File: src/rtl/mem_stage_lsu.sv
// MEM-stage load/store unit: req/gnt/rvalid data-memory handshake,
// lane steering, load extension, alignment and bus-timeout exceptions.
module mem_stage_lsu #(
  parameter int DATA_W  = 32,
  parameter int ADDR_W  = 32,
  parameter int TIMEOUT = 16
) (
  input  logic                clk,
  input  logic                reset,
  input  logic                in_valid,
  input  logic [3:0]          mem_op,
  input  logic [ADDR_W-1:0]   addr,
  input  logic [DATA_W-1:0]   wdata,
  output logic                stall,
  output logic                out_valid,
  output logic [DATA_W-1:0]   rdata,
  output logic                exc,
  output logic [4:0]          exc_code,
  output logic [ADDR_W-1:0]   exc_badaddr,
  output logic                m_req,
  output logic                m_we,
  output logic [DATA_W/8-1:0] m_be,
  output logic [ADDR_W-1:0]   m_addr,
  output logic [DATA_W-1:0]   m_wdata,
  input  logic                m_gnt,
  input  logic                m_rvalid,
  input  logic [DATA_W-1:0]   m_rdata
);
  localparam int NB = DATA_W / 8;
  localparam int OW = $clog2(NB);
  localparam int CW = (TIMEOUT > 1) ? $clog2(TIMEOUT) : 1;
  localparam bit W64 = (DATA_W == 64);

  typedef enum logic [1:0] {IDLE, REQ, WAIT} state_e;

  typedef struct packed {
    logic              ld;
    logic              sg;
    logic [1:0]        sz;
    logic [ADDR_W-1:0] addr;
    logic [NB-1:0]     be;
    logic [DATA_W-1:0] wd;
  } req_t;

  state_e            state_q, state_d;
  req_t              req_q, req_d;
  logic [CW-1:0]     cnt_q, cnt_d;
  logic              ov_q, ov_d;
  logic              exc_q, exc_d;
  logic [4:0]        code_q, code_d;
  logic [ADDR_W-1:0] bad_q, bad_d;
  logic [DATA_W-1:0] rd_q, rd_d;

  logic              d_ld, d_st, d_sg, mis;
  logic [1:0]        d_sz;
  logic [OW-1:0]     off;
  logic [NB-1:0]     be;
  logic [DATA_W-1:0] lane, ext;
  logic              to_hit, fin, tmo;

  assign off = addr[OW-1:0];

  // 64-bit-only ops decode to none on a 32-bit bus
  always_comb begin
    d_ld = 1'b0;
    d_st = 1'b0;
    d_sg = 1'b0;
    d_sz = 2'd0;
    unique case (mem_op)
      4'b0001: d_st = 1'b1;
      4'b0010: begin d_st = 1'b1; d_sz = 2'd1; end
      4'b0011: begin d_st = 1'b1; d_sz = 2'd2; end
      4'b0100: begin d_st = W64;  d_sz = 2'd3; end
      4'b1000: begin d_ld = 1'b1; d_sg = 1'b1; end
      4'b1001: d_ld = 1'b1;
      4'b1010: begin d_ld = 1'b1; d_sg = 1'b1; d_sz = 2'd1; end
      4'b1011: begin d_ld = 1'b1; d_sz = 2'd1; end
      4'b1100: begin d_ld = 1'b1; d_sg = 1'b1; d_sz = 2'd2; end
      4'b1101: begin d_ld = W64;  d_sz = 2'd2; end
      4'b1110: begin d_ld = W64;  d_sz = 2'd3; end
      default: ;
    endcase
  end

  always_comb begin
    unique case (d_sz)
      2'd1:    begin mis = addr[0];       be = NB'(3) << off;  end
      2'd2:    begin mis = |addr[1:0];    be = NB'(15) << off; end
      2'd3:    begin mis = |addr[2:0];    be = '1;             end
      default: begin mis = 1'b0;          be = NB'(1) << off;  end
    endcase
  end

  always_comb begin
    lane = m_rdata >> {req_q.addr[OW-1:0], 3'b000};
    ext  = lane;
    for (int i = 8; i < DATA_W; i++)
      if (i >= (8 << req_q.sz))
        ext[i] = req_q.sg & lane[(8 << req_q.sz) - 1];
  end

  assign to_hit = (TIMEOUT != 0) && (cnt_q == CW'(TIMEOUT - 1));

  always_comb begin
    state_d = state_q;
    req_d   = req_q;
    cnt_d   = cnt_q;
    ov_d    = 1'b0;
    exc_d   = 1'b0;
    rd_d    = '0;
    code_d  = code_q;
    bad_d   = bad_q;
    stall   = 1'b0;
    fin     = 1'b0;
    tmo     = 1'b0;
    unique case (state_q)
      IDLE: if (in_valid) begin
        if (!(d_ld || d_st)) begin
          ov_d = 1'b1;
        end else if (mis) begin
          ov_d   = 1'b1;
          exc_d  = 1'b1;
          code_d = d_ld ? 5'd4 : 5'd5;
          bad_d  = addr;
        end else begin
          stall      = 1'b1;
          state_d    = REQ;
          cnt_d      = '0;
          req_d.ld   = d_ld;
          req_d.sg   = d_sg;
          req_d.sz   = d_sz;
          req_d.addr = addr;
          req_d.be   = be;
          req_d.wd   = wdata << {off, 3'b000};
        end
      end
      REQ: begin
        cnt_d = cnt_q + CW'(1);
        if (m_gnt) begin
          if (!req_q.ld || m_rvalid) fin = 1'b1;
          else state_d = WAIT;
        end else if (to_hit) begin
          tmo = 1'b1;
        end
      end
      WAIT: begin
        cnt_d = cnt_q + CW'(1);
        if (m_rvalid) fin = 1'b1;
        else if (to_hit) tmo = 1'b1;
      end
      default: state_d = IDLE;
    endcase
    if (fin) begin
      ov_d    = 1'b1;
      rd_d    = req_q.ld ? ext : '0;
      state_d = IDLE;
    end
    if (tmo) begin
      ov_d    = 1'b1;
      exc_d   = 1'b1;
      code_d  = 5'd7;
      bad_d   = req_q.addr;
      state_d = IDLE;
    end
    if (state_q != IDLE) stall = !(fin || tmo);
  end

  always_ff @(posedge clk) begin
    if (reset) begin
      state_q <= IDLE;
      req_q   <= '0;
      cnt_q   <= '0;
      ov_q    <= 1'b0;
      exc_q   <= 1'b0;
      code_q  <= '0;
      bad_q   <= '0;
      rd_q    <= '0;
    end else begin
      state_q <= state_d;
      req_q   <= req_d;
      cnt_q   <= cnt_d;
      ov_q    <= ov_d;
      exc_q   <= exc_d;
      code_q  <= code_d;
      bad_q   <= bad_d;
      rd_q    <= rd_d;
    end
  end

  assign out_valid   = ov_q;
  assign exc         = exc_q;
  assign exc_code    = code_q;
  assign exc_badaddr = bad_q;
  assign rdata       = rd_q;
  assign m_req       = (state_q == REQ);
  assign m_we        = m_req & ~req_q.ld;
  assign m_be        = m_req ? req_q.be : '0;
  assign m_addr      = {req_q.addr[ADDR_W-1:OW], {OW{1'b0}}};
  assign m_wdata     = req_q.wd;

endmodule
File: config.mk
export PLATFORM = sky130hd
export DESIGN_NAME = mem_stage_lsu
export DESIGN_NICKNAME = d
export VERILOG_FILES = /design/src/rtl/mem_stage_lsu.sv
export SDC_FILE = /design/constraint.sdc
export NUM_CORES = 1
export LEC_CHECK = 0
export BUFFER_PORTS_ARGS = -buffer_cell sky130_fd_sc_hd__buf_4
export CAP_MARGIN = 20
export CORE_MARGIN = 2
export CORE_UTILIZATION = 50
export DETAILED_ROUTE_END_ITERATION = 7
export HOLD_SLACK_MARGIN = 0.06
export PLACE_DENSITY = 0.8
export SYNTH_ARGS = -nofsm -noshare
export SYNTH_HDL_FRONTEND = slang
export SYNTH_SLANG_ARGS = --single-unit
File: constraint.sdc
create_clock -name clk -period 3.9 [get_ports clk]
set_input_delay 0.195 -clock clk [delete_from_list [all_inputs] [get_ports clk]]
set_output_delay 0.195 -clock clk [all_outputs]
set_load 0.02 [all_outputs]
== Word level (Yosys, flattened, before mapping) ==
Cells that the tools add are included.
Word-level totals
  flip-flop bits (word level): 147
  input bits: 105
Cells by class
  add/subtract/negate cells: 2
  mux-type cells: 78
  shift-type cells: 6
  order comparisons: 25
  bitwise gates (word level): 6
  equality and inequality tests: 22
  reductions and logical operators: 27
Operator list (number)
  $ge 6x32->1 const A: 16
  $ge 5x32->1 const A: 8
  $mux 32: 5
  $mux 1: 51
  $eq 4x4->1 const B: 8
  $lt 32x7->1 const B: 1
  $shl 32x5->32: 1
  $shl 4x2->32 const A: 1
  $shr 32x5->32: 1
  $sub 32x2->32 const B: 1
  $reduce_or 3->1: 7
  $mux 4: 4
  $mux 3: 5
  $pmux 2 s3: 2
  $pmux 4 s3: 1
  $reduce_and 4->1: 3
  $reduce_bool 2->1: 6
  $mux 2: 5
  $eq 4x2->1 const B: 2
  $ne 2x2->1 const B: 4
  $pmux 4 s2: 1
  $eq 2x2->1 const B: 3
  $reduce_and 6->1: 1
  $reduce_or 2->1: 3
  other kinds (17): 26

== Logic depth before layout (Yosys ltp) ==
Gate-level depths: netlist (run 1).
  depth in word-level cells: 11
  depth in mapped cells: 12
  mapped depth without buffers: 10

== Least setup slack after synthesis (run 1) ==
OpenSTA, ideal clock, no wires.
  path type: input port to output port
  start: input mem_op[1]
  end: output stall
  stages on the path: 10
  arrival: 2.230 ns
  setup slack: 1.475 ns
  cell sequence: nor2_1 > a21oi_1 > a21oi_1 > ha_1 > a211oi_2 > or3_4 > nand4_4 > buf_6 > buf_4 > o21ai_0
On the way
  longest elaborated chain between the ends: 10
  elaborated cells between the ends (all ways): 29
RTL lines
  start: declaration: RTL line 11  | input logic [3:0] mem_op,
  $eq 4x4->1 (tied with other cells): RTL line 69  | unique case (mem_op)
  $reduce_or 3->1 (no source line) / $reduce_or 2->1 (equally long branches)
  $pmux 2 s3 *: RTL line 69
  named net d_sz[1]: RTL line 55  | logic [1:0] d_sz;
  $eq 2x2->1 / $eq 2x1->1 (equally long branches): RTL line 86  | unique case (d_sz)
  $pmux 1 s3 *: RTL line 86
  $mux 1 *: RTL line 120  | end else if (mis) begin
  $mux 1 *: RTL line 118  | if (!(d_ld || d_st)) begin
  $mux 1 *: RTL line 117  | IDLE: if (in_valid) begin
  $mux 1 *: RTL line 116  | unique case (state_q)
  $mux 1 *: RTL line 165  | if (state_q != IDLE) stall = !(fin || tmo);
  end: declaration: RTL line 14  | output logic stall,
The timed path passes the listed nets; every way through them passes the cells marked *.

== Worst setup path after layout (run 1) ==
  start: input mem_op[3]
  end: output stall
The elaborated chain is that of the path after synthesis.

==> results of run 1 <==
layout make-up:
type                       instances  area [um2]  share of cell area
timing repair buffer             296        2350               0.245
clock buffer                      20         447              0.0466
multi-input combinational        559        3440               0.359
inverter                          15        56.3             0.00588
tap                              180         225              0.0235
sequential                       147        2940               0.307
clock inverter                    12         121              0.0127
where the power goes:
group	total, W	switching (W)	leakage, nW	internal [W]
logic	0.00120	0.000712	2.74	0.000486
clock network	0.00157	0.000659	0.276	0.000907
registers	0.00170	0.0000812	1.19	0.00161
total	0.00446	0.00145	4.20	0.00301
cells in the final DEF (no fill, tap or decap), types with 19 or more instances in the layout:
cell type	Yosys	final
buf_4	77	252
a21oi_1	77	77
nor3_1	26	26
mux2_2	23	23
o21ai_1	27	27
a211oi_1	19	19
nand2_1	156	156
dfxtp_1	147	147
mux2i_1	58	58
nor2_1	43	42
dlygate4sd3_1	0	43
worst max-delay path by stage:
stage                         start     endpoint  slack [ns]  cells after the start
final                     mem_op[3]        stall        0.39                     12
after global routing      mem_op[3]        stall        0.18                     12
after CTS                 mem_op[3]        stall        0.36                     12
after detailed placement  mem_op[1]  m_wdata[12]        0.84                     11
after global placement    mem_op[1]    m_addr[7]        0.93                     12
after floorplan           mem_op[1]        stall        1.48                     10
timing repair:
action / in CTS / in global routing
buffers inserted: 0 / 0
endpoints found under the hold margin: 69 / 0
hold buffers: 43 / 0
cells by family (layout without fill, tap and decap cells):
group / Yosys count / after routing / synth area share
AOI/OAI and AO/OA: 180 / 180 / 0.163
adders and majority gates: 11 / 11 / 0.0190
buffers and inverters: 138 / 343 / 0.119
DFF: 147 / 147 / 0.407
muxes: 81 / 81 / 0.116
other: 1 / 4 / 0.000519
and+or+nand+nor: 283 / 283 / 0.175
sequential cells by signal, summed over array words and instances (netlist names):
register	count
exc_badaddr	32
state_q	2
m_addr	30
cnt_q	4
req_q	10
rdata	32
exc	1
m_wdata	32
exc_code	3
out_valid	1
worst max-delay path: cells and delay by family:
| kind | cells | cell delay, ns |
|---|---|---|
| adders and majority gates | 1 | 0.30 |
| and+or+nand+nor | 3 | 0.83 |
| buffers and inverters | 4 | 0.99 |
| AOI/OAI and AO/OA | 4 | 0.99 |
per-stage QoR:
step | utilization | hold WS, ns
6_report | 0.685 | 0.0878
2_1_floorplan | - | 0.331
3_5_place_dp | 0.612 | 0.449
3_3_place_gp | 0.612 | 0.440
5_1_grt | 0.685 | 0.102
4_1_cts | 0.683 | 0.0653
per-layer routing:
layer,share of wire,wire (um),track usage
met5,0,0,0
met1,0.39,7870,0.296
met3,0.093,1860,0.0848
met4,0.028,554,0.105
met2,0.49,9690,0.419
==> results.py, run 1 <==
metrics = {
    "cells_and_area": {
        "final_layout_size_suffix_gt1_frac": 0.318,
        "insertedDiodeCount": 0,
        "post-route-cell-area_um2": 9580,
        "area_delta_synth_final_pct": 32.6,
        "n_fill_cell": 1102,
        "nNetsFinal": 1152,
        "number_of_non_filler_instances_in_the_completed_layout": 1229,
    },
    "floorplanning": {
        "floorplan.die.height_um": 124,
        "overall_die_area_um2": 15400,
        "rows": 43,
        "die_width_um": 124,
        "coreArea_um2": 14000,
        "start_util": 0.517,
        "io-pin-count": 247,
    },
    "yosys": {
        "postSynthCellCount": 841,
        "async_flop_share": 0,
        "synth_sequential_area_ratio": 0.407,
        "synth-seq-cells": 147,
        "ys.flop_type": "dfxtp_1",
        "synth.most_common_cell": "nand2_1",
        "post_synth_most_frequent_cells": "nand2_1 (156), dfxtp_1 (147), a21oi_1 (77), buf_4 (77), mux2i_1 (58)",
        "yosysWarningCount": 0,
        "yosysUniqueCellTypes": 59,
        "yosys-top-cells-area": "dfxtp_1 (41%), nand2_1 (8.1%), mux2i_1 (8.0%)",
        "synth.cell_area_um2": 7230,
        "yosys.area.top_type_share": 0.407,
        "synth.avg_cell_area_um2": 8.59,
        "synth-edff-count": 0,
        "synthDominantAreaCellType": "dfxtp_1",
    },
    "pwr": {
        "ir_worst_vdd_mv": 0.333,
        "total_leakage_power_nw": 4.20,
        "totalPowerFinal_w": 0.00446,
        "cellPowerDensity_nw_per_um2": 465,
    },
    "placed_design": {
        "detailedPlace.worstSlack_ns": 0.837,
        "place.port_buffers": 242,
        "postPlaceCellArea_um2": 8560,
        "dpl.cell_count": 1153,
        "gpl.final_weighted_congestion": 0.819,
        "detail_placement_hpwl_mm": 13.7,
    },
    "sta": {
        "final.setup_skew_ns": 0.0105,
        "rsz0062_at_grt": "no",
        "fmaxAchievable_mhz": 285,
        "setup_total_negative_slack_ns": 0,
        "final.min_clock_period_ns": 3.51,
        "fin_crit_sh": 0.901,
        "setup_viol_count_final": 0,
        "final-max-slew-violation-count": 0,
        "timing.final.ws_setup_ns": 0.387,
        "slew_headroom": 0.385,
        "timing_hold_violations_final": 0,
        "timing_worst_slew_pin_value_ns": 0.922,
    },
    "hold_path": {
        "hp-class": "in -> reg",
        "worstHoldPathCells": 3,
        "worstHoldEndpoint": "m_wdata[17]",
        "hold_path_startpoint": "wdata[1]",
    },
    "global_route": {
        "grt_antenna_before_repair": 0,
        "largest_net_degree_at_the_start_of_global_routing": 87,
        "overflow": 0,
        "grt_pass1_vias": 6268,
        "grt_use_total": 0.251,
        "grt_pass1_wl_mm": 31.9,
    },
    "routing": {
        "postRouteWirelength_mm": 20.0,
        "vias_after_detailed_routing": 6572,
        "first_iter_violations": 379,
        "vias_per_cell": 5.35,
        "drt.antenna.violating_nets": 0,
        "post_drt_wl_per_cell_um": 16.3,
        "drt_pre_antenna_iters": 5,
        "drt_drc": 0,
    },
    "clocking": {
        "clock-sinks": 147,
        "clock_path_buffers": 2,
        "clock_tree_from_tritoncts": "built",
        "clk_latency_ns": 0.42,
        "cts_buffers": 17,
        "ctsResizeCount": 0,
        "cts-root-buf": "clkbuf_16",
        "cts.clk_slew.worst_paths_ns": 0.06,
        "htreeDepth": 4,
    },
    "critical_path": {
        "timing.critical_path.slowest_cell_delay_ns": 0.53,
        "worst-path-max-fanout": 45,
        "start_kind": "input pin",
        "critical_path_required_ns": 3.70,
        "path_cells": "dlygate4sd3_1 -> buf_4 -> nor2b_1 -> o21ai_0 -> a32oi_1 -> inv_1 -> ha_1 -> a211oi_2 -> or3_4 -> nand4_4 -> o21ai_0 -> buf_4",
        "r2r_setup_slack_ns": 1.62,
        "r2r_path_end": "exc_badaddr[28]",
        "crit_slowest_cell": "dlygate4sd3_1",
        "rr_worst_depth": 8,
        "endpoint_kind": "output port",
        "critPathArrivalTime_ns": 3.32,
        "criticalPathCategory": "in -> out",
        "r2r_start": "state_q[0]",
    },
    "flow_run": {
        "drv_cap": 0,
    },
    "outcome": {
        "run_status": "finished, final reports clean",
    },
}
Note: power is estimated with default switching activity, not from simulation.
==> run 2, diff against run 1 <==
--- a/config.mk
+++ b/config.mk
@@ -5,13 +5,14 @@
 export SDC_FILE = /design/constraint.sdc
 export NUM_CORES = 1
 export LEC_CHECK = 0
+export ABC_AREA = 1
 export BUFFER_PORTS_ARGS = -buffer_cell sky130_fd_sc_hd__buf_4
 export CAP_MARGIN = 20
 export CORE_MARGIN = 2
 export CORE_UTILIZATION = 50
 export DETAILED_ROUTE_END_ITERATION = 7
 export HOLD_SLACK_MARGIN = 0.06
-export PLACE_DENSITY = 0.8
+export PLACE_DENSITY = 0.79
 export SYNTH_ARGS = -nofsm -noshare
 export SYNTH_HDL_FRONTEND = slang
 export SYNTH_SLANG_ARGS = --single-unit
==> results.py, run 2 <==
metrics = {
    "outcome": {
        "run_status": "finished, final reports clean",
    },
    "critical_path": {
        "start_kind": "flop",
        "timing.critical_path.slowest_cell_delay_ns": 0.54,
        "crit_slowest_cell": "buf_4",
        "endpoint_kind": "output port",
        "critPathMostFrequentCell": "buf_4",
        "critPathArrivalTime_ns": 2.60,
        "criticalPathCategory": "reg -> out",
        "critical_path_required_ns": 3.70,
        "worst-path-max-fanout": 60,
        "critPathTopFamily": "buffers and inverters",
        "critical_path.n_buffers_inverters": 3,
        "path_cells": "inv_1 -> ha_1 -> nand2_1 -> nor2_8 -> nand2_8 -> buf_4 -> o21ai_0 -> buf_4",
    },
    "yosys": {
        "synth.most_common_cell": "nand2_1",
        "synth.avg_cell_area_um2": 7.06,
        "postSynthCellCount": 1077,
        "yosysWarningCount": 0,
        "synthDominantAreaCellType": "dfxtp_1",
        "yosys-top-cells-area": "dfxtp_1 (39%), nand2_1 (10%), o21ai_0 (10%)",
        "ys.flop_type": "dfxtp_1",
        "synth_sequential_area_ratio": 0.387,
        "yosysUniqueCellTypes": 38,
        "yosys.area.top_type_share": 0.387,
        "synth-seq-cells": 147,
        "synth-edff-count": 0,
        "async_flop_share": 0,
        "synth.cell_area_um2": 7600,
        "post_synth_most_frequent_cells": "nand2_1 (210), o21ai_0 (153), dfxtp_1 (147)",
    },
    "floorplanning": {
        "overall_die_area_um2": 16200,
        "io-pin-count": 247,
        "floorplan.die.height_um": 127,
        "die_width_um": 127,
        "coreArea_um2": 15000,
        "start_util": 0.506,
        "rows": 45,
    },
    "sta": {
        "final-max-slew-violation-count": 0,
        "rsz0062_at_grt": "no",
        "timing.final.ws_setup_ns": 1.10,
        "fmaxAchievable_mhz": 357,
        "setup_total_negative_slack_ns": 0,
        "final.setup_skew_ns": 0.00707,
        "fin_crit_sh": 0.718,
        "timing_worst_slew_pin_value_ns": 0.820,
        "timing_hold_violations_final": 0,
        "setup_viol_count_final": 0,
        "final.min_clock_period_ns": 2.80,
        "slew_headroom": 0.451,
    },
    "cells_and_area": {
        "n_fill_cell": 1337,
        "insertedDiodeCount": 0,
        "area_delta_synth_final_pct": 25.8,
        "register_area_um2": 2940,
        "final_layout_size_suffix_gt1_frac": 0.274,
        "nNetsFinal": 1340,
        "multi_input_area_um2": 3450,
        "layout.cells.most_common": "buf_4",
        "layout_common_cells": "buf_4 (246), nand2_1 (210), o21ai_0 (153)",
        "layout.core_utilization": 0.636,
    },
    "clocking": {
        "clock_path_buffers": 2,
        "clock_tree_from_tritoncts": "built",
        "cts.clk_slew.worst_paths_ns": 0.06,
        "cts_hold_repair.buffers": 11,
        "htreeDepth": 4,
        "clk_latency_ns": 0.42,
        "cts_buffers": 17,
        "post_cts_buffers": 0,
        "clock-sinks": 147,
        "ctsResizeCount": 0,
        "cts-root-buf": "clkbuf_16",
    },
    "placed_design": {
        "detail_placement_hpwl_mm": 14.3,
        "place.port_buffers": 242,
        "gpl.final_weighted_congestion": 0.862,
        "detailedPlace.worstSlack_ns": 1.09,
    },
    "routing": {
        "drt_drc": 0,
        "vias_after_detailed_routing": 7281,
        "postRouteWirelength_mm": 20.5,
        "post_drt_wl_per_cell_um": 14.4,
        "first_iter_violations": 559,
        "drt_pre_antenna_iters": 6,
        "drt.antenna.violating_nets": 0,
        "vias_per_cell": 5.11,
    },
    "global_route": {
        "grt_pass1_vias": 6579,
        "largest_net_degree_at_the_start_of_global_routing": 69,
        "overflow": 0,
        "grt_use_total": 0.249,
        "grt_pass1_wl_mm": 32.5,
        "grt_antenna_before_repair": 0,
    },
    "pwr": {
        "ir_worst_vdd_mv": 0.299,
        "total_leakage_power_nw": 4.51,
        "cellPowerDensity_nw_per_um2": 506,
    },
    "hold_path": {
        "hp-class": "in -> reg",
    },
    "flow_run": {
        "drv_cap": 0,
    },
}
-- run 2: cell count changes in the layout (fill, tap and decap cells not counted), sizes merged, moves of 10 or more --
cell,change
nand2b,-12
nand2,+72
a211oi,-21
mux2i,-58
dlygate4sd3,-32
o21ai,+126
nor3,-24
nand3,+27
mux2,-23
nor2,+104
inv,+65
or3,-10
-- run 2: metrics by stage --
step	instances	cell area (um2)	hold WS (ns)	total power, W
floorplan	1080	7610	0.360	0.00281
global placement	1381	8800	0.453	0.00309
detailed placement	1382	8830	0.456	0.00311
CTS	1425	9560	0.0611	0.00486
global route	1425	9560	0.0837	0.00508
finish	1425	9560	0.0741	0.00484
-- run 2: layout make-up --
type	instances	area share
Multi-Input combinational cell	714	0.360
Clock inverter	12	0.0188
Sequential cell	147	0.308
Inverter	86	0.0341
Tap cell	188	0.0246
Clock buffer	20	0.0467
Timing Repair Buffer	258	0.208
-- run 2: where the power goes --
group | switching, W | internal (W) | leakage [nW]
combinational | 0.000854 | 0.000487 | 3.01
clock | 0.000645 | 0.00109 | 0.301
sequential | 0.0000998 | 0.00166 | 1.19
total | 0.00160 | 0.00324 | 4.51
-- run 2: logic make-up (layout without fill, tap and decap cells) --
| family | after synthesis | after routing | synth area share |
|---|---|---|---|
| compound gates | 273 | 273 | 0.196 |
| fa+ha+maj | 11 | 11 | 0.0181 |
| simple gates | 426 | 426 | 0.237 |
| other cells | 1 | 4 | 0.000493 |
| flops | 147 | 147 | 0.387 |
| buf+inv | 219 | 376 | 0.161 |
-- run 2: worst paths after layout --
| path | start | to | slack, ns | cells after the start |
|---|---|---|---|---|
| setup / recovery | state_q[1] | stall | 1.10 | 8 |
| setup reg to reg | state_q[1] | rdata[25] | 1.54 | 9 |
| hold reg to reg | m_addr[3] | m_addr[3] | 0.46 | 2 |
| hold / removal | addr[3] | m_addr[3] | 0.07 | 3 |
-- run 2: per-layer routing --
| layer | vias up | GRT usage | share of wire |
|---|---|---|---|
| met4 | 0 | 0.0743 | 0.017 |
| met5 | - | 0 | 0 |
| li1 | 3679 | - | - |
| met2 | 279 | 0.398 | 0.46 |
| met1 | 3289 | 0.324 | 0.44 |
| met3 | 34 | 0.0766 | 0.087 |
-- run 2: worst min-delay path, delay by kind of cell --
| family | cells | cell delay [ns] |
|---|---|---|
| AOI/OAI and AO/OA | 2 | 0.17 |
| buffers and inverters | 1 | 0.09 |
